--- src/rtl/cordic_trivial_rot.sv ---
// Trivial CORDIC rotation by multiples of 90 degrees with a frame-position counter.
// Optional macro CORDIC_ROT_SAT_EN saturates negation of the most negative value and flags oSat.
module cordic_trivial_rot #(
  parameter int unsigned DW    = 37,
  parameter int unsigned CNT_W = 1
) (
  input  logic          clk,
  input  logic          rst,
  input  logic          iValid,
  input  logic [DW-1:0] iReal,
  input  logic [DW-1:0] iImage,
  input  logic [1:0]    iRot,
  input  logic          iUseCnt,
  input  logic          iClear,
  output logic          oValid,
  output logic [DW-1:0] oReal,
  output logic [DW-1:0] oImage,
  output logic          oFrameStart,
  output logic          oSat
);

  localparam logic [DW-1:0] MaxVal = {1'b0, {(DW-1){1'b1}}};

  logic [CNT_W-1:0] cnt;
  logic [CNT_W-1:0] tag;
  logic [1:0]       effRot;

  logic             s1Valid;
  logic [DW-1:0]    s1Real;
  logic [DW-1:0]    s1Image;
  logic [1:0]       s1Rot;
  logic [CNT_W-1:0] s1Tag;

  logic [DW-1:0]    negReal;
  logic [DW-1:0]    negImage;
  logic [DW-1:0]    rotReal;
  logic [DW-1:0]    rotImage;

  // A clear arriving with a sample restarts the frame at that sample.
  always_comb begin
    tag    = iClear ? '0 : cnt;
    effRot = iUseCnt ? {1'b0, tag[CNT_W-1]} : iRot;
  end

`ifdef CORDIC_ROT_SAT_EN
  localparam logic [DW-1:0] MinVal = {1'b1, {(DW-1){1'b0}}};

  logic realMin;
  logic imageMin;
  logic rotSat;

  always_comb begin
    realMin  = (s1Real == MinVal);
    imageMin = (s1Image == MinVal);
    negReal  = realMin  ? MaxVal : DW'(-s1Real);
    negImage = imageMin ? MaxVal : DW'(-s1Image);
    rotSat   = 1'b0;
    case (s1Rot)
      2'd1:    rotSat = realMin;
      2'd2:    rotSat = realMin | imageMin;
      2'd3:    rotSat = imageMin;
      default: rotSat = 1'b0;
    endcase
  end
`else
  always_comb begin
    negReal  = DW'(-s1Real);
    negImage = DW'(-s1Image);
  end
`endif

  // Quarter-turn selection on the stage-1 sample.
  always_comb begin
    rotReal  = s1Real;
    rotImage = s1Image;
    case (s1Rot)
      2'd1: begin
        rotReal  = s1Image;
        rotImage = negReal;
      end
      2'd2: begin
        rotReal  = negReal;
        rotImage = negImage;
      end
      2'd3: begin
        rotReal  = negImage;
        rotImage = s1Real;
      end
      default: begin
        rotReal  = s1Real;
        rotImage = s1Image;
      end
    endcase
  end

  always_ff @(posedge clk) begin
    if (rst) begin
      cnt         <= '0;
      s1Valid     <= 1'b0;
      s1Real      <= '0;
      s1Image     <= '0;
      s1Rot       <= '0;
      s1Tag       <= '0;
      oValid      <= 1'b0;
      oReal       <= '0;
      oImage      <= '0;
      oFrameStart <= 1'b0;
      oSat        <= 1'b0;
    end else begin
      if (iClear) begin
        cnt <= iValid ? CNT_W'(1) : '0;
      end else if (iValid) begin
        cnt <= cnt + CNT_W'(1);
      end

      s1Valid <= iValid;
      if (iValid) begin
        s1Real  <= iReal;
        s1Image <= iImage;
        s1Rot   <= effRot;
        s1Tag   <= tag;
      end

      // Data outputs hold across bubbles; only valid/frame-start drop.
      oValid      <= s1Valid;
      oFrameStart <= s1Valid && (s1Tag == '0);
      if (s1Valid) begin
        oReal  <= rotReal;
        oImage <= rotImage;
`ifdef CORDIC_ROT_SAT_EN
        oSat   <= rotSat;
`else
        oSat   <= 1'b0;
`endif
      end
    end
  end

endmodule

--- config.mk ---
export PLATFORM = sky130hd
export DESIGN_NAME = cordic_trivial_rot
export DESIGN_NICKNAME = d
export VERILOG_FILES = /design/src/rtl/cordic_trivial_rot.sv
export SDC_FILE = /design/constraint.sdc
export NUM_CORES = 1
export LEC_CHECK = 0
export BUFFER_PORTS_ARGS = -buffer_cell sky130_fd_sc_hd__buf_2
export CORE_ASPECT_RATIO = 0.6
export CORE_UTILIZATION = 35
export CTS_BUF_LIST = sky130_fd_sc_hd__clkbuf_4 sky130_fd_sc_hd__clkbuf_8
export CTS_CLUSTER_DIAMETER = 60
export CTS_CLUSTER_SIZE = 8
export DETAILED_ROUTE_END_ITERATION = 12
export GPL_TIMING_DRIVEN = 0
export PLACE_DENSITY = 0.63
export SLEW_MARGIN = 0
export SYNTH_ARGS = -nofsm -noshare
export SYNTH_HDL_FRONTEND = slang
export SYNTH_SLANG_ARGS = --single-unit
export TNS_END_PERCENT = 50
--- constraint.sdc ---
create_clock -name clk -period 3.5 [get_ports clk]
set_input_delay 0.525 -clock clk [delete_from_list [all_inputs] [get_ports clk]]
set_output_delay 0.525 -clock clk [all_outputs]
set_load 0.03 [all_outputs]
==> results.py <==
metrics = {
    "synthesis": {
        "synth.distinct_cells": 74,
        "synth_fp_nets": 1228,
        "synth.avg_cell_area_sq_um": 8.208,
        "yosysSeqAreaShare": 0.3302,
        "async_flop_share": 0,
        "yosysWarnings": 0,
        "synth_edf_count": 0,
        "synth-seq-cells": 155,
        "ys_top_cells_by_area": "dfxtp_1, mux2i_1, nor2_1, mux4_2, nand2_1",
        "synth_top_area_share": 0.3302,
        "syn_area_sq_mm": 0.009398,
        "synthFlopType": "dfxtp_1",
        "synthCells": 1145,
        "post-synth-top-area-cell": "dfxtp_1",
    },
    "critical_path": {
        "max_stage_delay_ps": 720,
        "crit_type": "flip-flop to flip-flop",
        "slowest_stage": "nor4b_2",
        "required_ps": 3960,
        "cp_max_fo": 9,
        "crit_buf_inv": 1,
        "crit_family": "simple AND/OR/NAND/NOR gates",
        "crit_arrival_ps": 3890,
        "start_kind": "flip-flop",
        "r2r_cells": 8,
        "crit_path_end_kind": "flip-flop",
        "crit_cells": 8,
        "path_cells": "inv_1 -> ha_1 -> nor4b_2 -> nand4_1 -> nor4_1 -> xor2_1 -> a221oi_1 -> a21o_1",
    },
    "routing": {
        "drtIter0Drc": 1597,
        "ant_nets": 0,
        "vias": 10190,
        "drc": 0,
        "via_per_inst": 6.033,
        "wl_microns": 43910,
        "wire_per_inst_microns": 26.00,
        "dr.pass1.iters": 7,
    },
    "cts": {
        "cts_root_buf": "clkbuf_8",
        "path_clk_slew_ps": 90,
        "clkLatencyLatePin_ps": 520,
        "htree_levels": 4,
        "clock_path_buffers": 2,
        "cts_buffers": 17,
        "clkSinkCount": 155,
        "cts_tree": "done",
        "cts_setup_buffers": 0,
    },
    "placed_design": {
        "placed_area_sq_mm": 0.01062,
        "dp_cells": 1659,
        "gp_congestion": 1.017,
        "hpwl_microns": 32430,
        "io_buffers": 154,
    },
    "cells_and_area": {
        "postLayoutCellArea_sq_mm": 0.01107,
        "final_nets": 1400,
        "syn2layout_area_growth_pct": 17.83,
        "n_antenna_cell": 0,
        "fin_cells": 1689,
        "layout-drive-gt1-share": 0.1896,
        "final_util": 0.4192,
    },
    "global_route": {
        "overflow": 0,
        "grt_pass1_vias": 9282,
        "grt_max_degree": 17,
        "grt.total_usage": 0.3193,
        "grt_pass1_wl_microns": 62110,
        "antenna_found_initial": 1,
    },
    "timing": {
        "final.period_utilization": 0.9817,
        "max-slew-margin-rel": 0.2196,
        "tightest_slew_ps": 1171,
        "fmax_mhz": 291.1,
        "setup_viol": 0,
        "slew_viol_final": 0,
        "fin_crit_ps": 3436,
        "grt_setup_unrepaired": "no",
        "hold_violations": 0,
        "fin_skew_ps": 23.07,
    },
    "floorplanning": {
        "io_pins": 158,
        "die-area_sq_mm": 0.02753,
        "fp.coreArea_sq_mm": 0.02642,
        "die-width_microns": 213.5,
        "start_util": 0.3557,
        "die_y_microns": 128.9,
        "rows": 46,
    },
    "run": {
        "cap_violations": 0,
    },
    "hold_path": {
        "hold_class": "primary input to flip-flop",
        "hold_path_depth": 3,
    },
    "pwr": {
        "vdd_drop_max_v": 0.0002651,
        "leakage_nw": 4.425,
        "power_density_mw_per_mm2": 424.6,
    },
    "status": {
        "outcome": "finished clean",
    },
}
stage by stage:
stage	hold WS (ps)	power [mW]	TNS [ps]	setup WS (ps)
final	238.1	4.701	0	64.22
after global routing	234.3	4.877	0	7.908
after CTS	215.8	4.673	0	104.9
after detailed placement	409.5	3.194	-2859	-368.6
after global placement	413.6	3.181	-2464	-365.9
after floorplan	391.8	2.748	0	922.9
where the power goes:
| group | internal, mW | switching [mW] |
|---|---|---|
| clock network | 0.733 | 0.748 |
| logic | 0.408 | 0.852 |
| registers | 1.86 | 0.0972 |
Yosys cell counts, types with 6 or more instances:
master      n
a211oi_1   11
a21oi_1    39
a221oi_1    8
a22o_1     14
a22oi_1     8
a311oi_1    9
a31oi_1    10
a32o_1      8
buf_1      26
buf_2       8
clkbuf_1   82
dfxtp_1   155
inv_1      15
mux2_2      7
mux2i_1   107
mux4_2     16
nand2_1    87
nand2b_1    9
nand3_1    23
nand4_1     9
nor2_1    164
nor2b_1     6
nor3_1     33
nor4_1     26
o211ai_1    8
o21ai_0    54
o221ai_1   13
o22ai_1     8
o31ai_1    17
o41ai_1     6
or2_2       6
or3_1      15
or4_1      14
xnor2_1    36
xor2_1     10
cell usage in the layout, fill, tap and decap left out, types with 25 or more instances in the layout:
cell      instances
nor2_1          164
buf_2           162
dfxtp_1         155
mux2i_1         107
nand2_1          87
clkbuf_1         79
o21ai_0          54
a21oi_1          39
xnor2_1          36
nor3_1           33
buf_1            25
tightest hold or removal path, stage by stage:
cell     delay (ps)
buf_2            70
mux2i_1          50
nor2_1           70
path summary, 6_finish.rpt:
path	start	end	slack [ps]
max	s1Real[1]$_SDFFE_PP0P_	oReal[24]$_SDFFE_PP0P_	60
min	iReal[6]	s1Real[6]$_SDFFE_PP0P_	240
max reg2reg	s1Real[1]$_SDFFE_PP0P_	oReal[24]$_SDFFE_PP0P_	60
min reg2reg	s1Tag$_SDFFE_PP0P_	oFrameStart$_SDFF_PP0_	430
timing repair:
| item | CTS | global route |
|---|---|---|
| pin swaps | 0 | 1 |
| setup endpoints to repair | 30 | 34 |
| hold buffers | 0 | 0 |
| resized for setup | 4 | 8 |
cell families (layout without fill, tap and decap cells):
| logic type | count (synthesis) | in the layout | share of synthesized area |
|---|---|---|---|
| flops | 155 | 155 | 0.3302 |
| fa+ha+maj | 2 | 2 | 0.002662 |
| simple gates | 414 | 414 | 0.2116 |
| buf+inv | 139 | 323 | 0.05925 |
| mux | 130 | 130 | 0.1607 |
| other cells | 1 | 1 | 0.0003990 |
| xor+xnor | 46 | 46 | 0.04287 |
| compound gates | 258 | 258 | 0.1924 |
flip-flops by register name, summed over array words and instances (netlist names):
signal and count:
s1Valid 1, oReal 37, s1Image 37, s1Real 37
s1Rot 2, cnt 1, s1Tag 1, oValid 1
oFrameStart 1, oImage 37
final cells by class:
| cell class | count | area [sq um] |
|---|---|---|
| Buffer | 121 | 493.0 |
| Clock buffer | 20 | 262.8 |
| Clock inverter | 11 | 146.4 |
| Fill cell | 2782 | 15340 |
| Inverter | 17 | 63.81 |
| Multi-Input combinational cell | 851 | 5783 |
| Sequential cell | 155 | 3103 |
| Tap cell | 360 | 450.4 |
| Timing Repair Buffer | 154 | 770.7 |
metal layers:
layer  part of all wire  global-route usage  up-vias
li1                   -                   -     4535
met1               0.45              0.4611     4846
met2               0.38              0.4152      726
met3               0.14              0.1360       80
met4              0.024              0.1050        2
met5             0.0013                   0        -
Power figures use the tool's default switching activity.
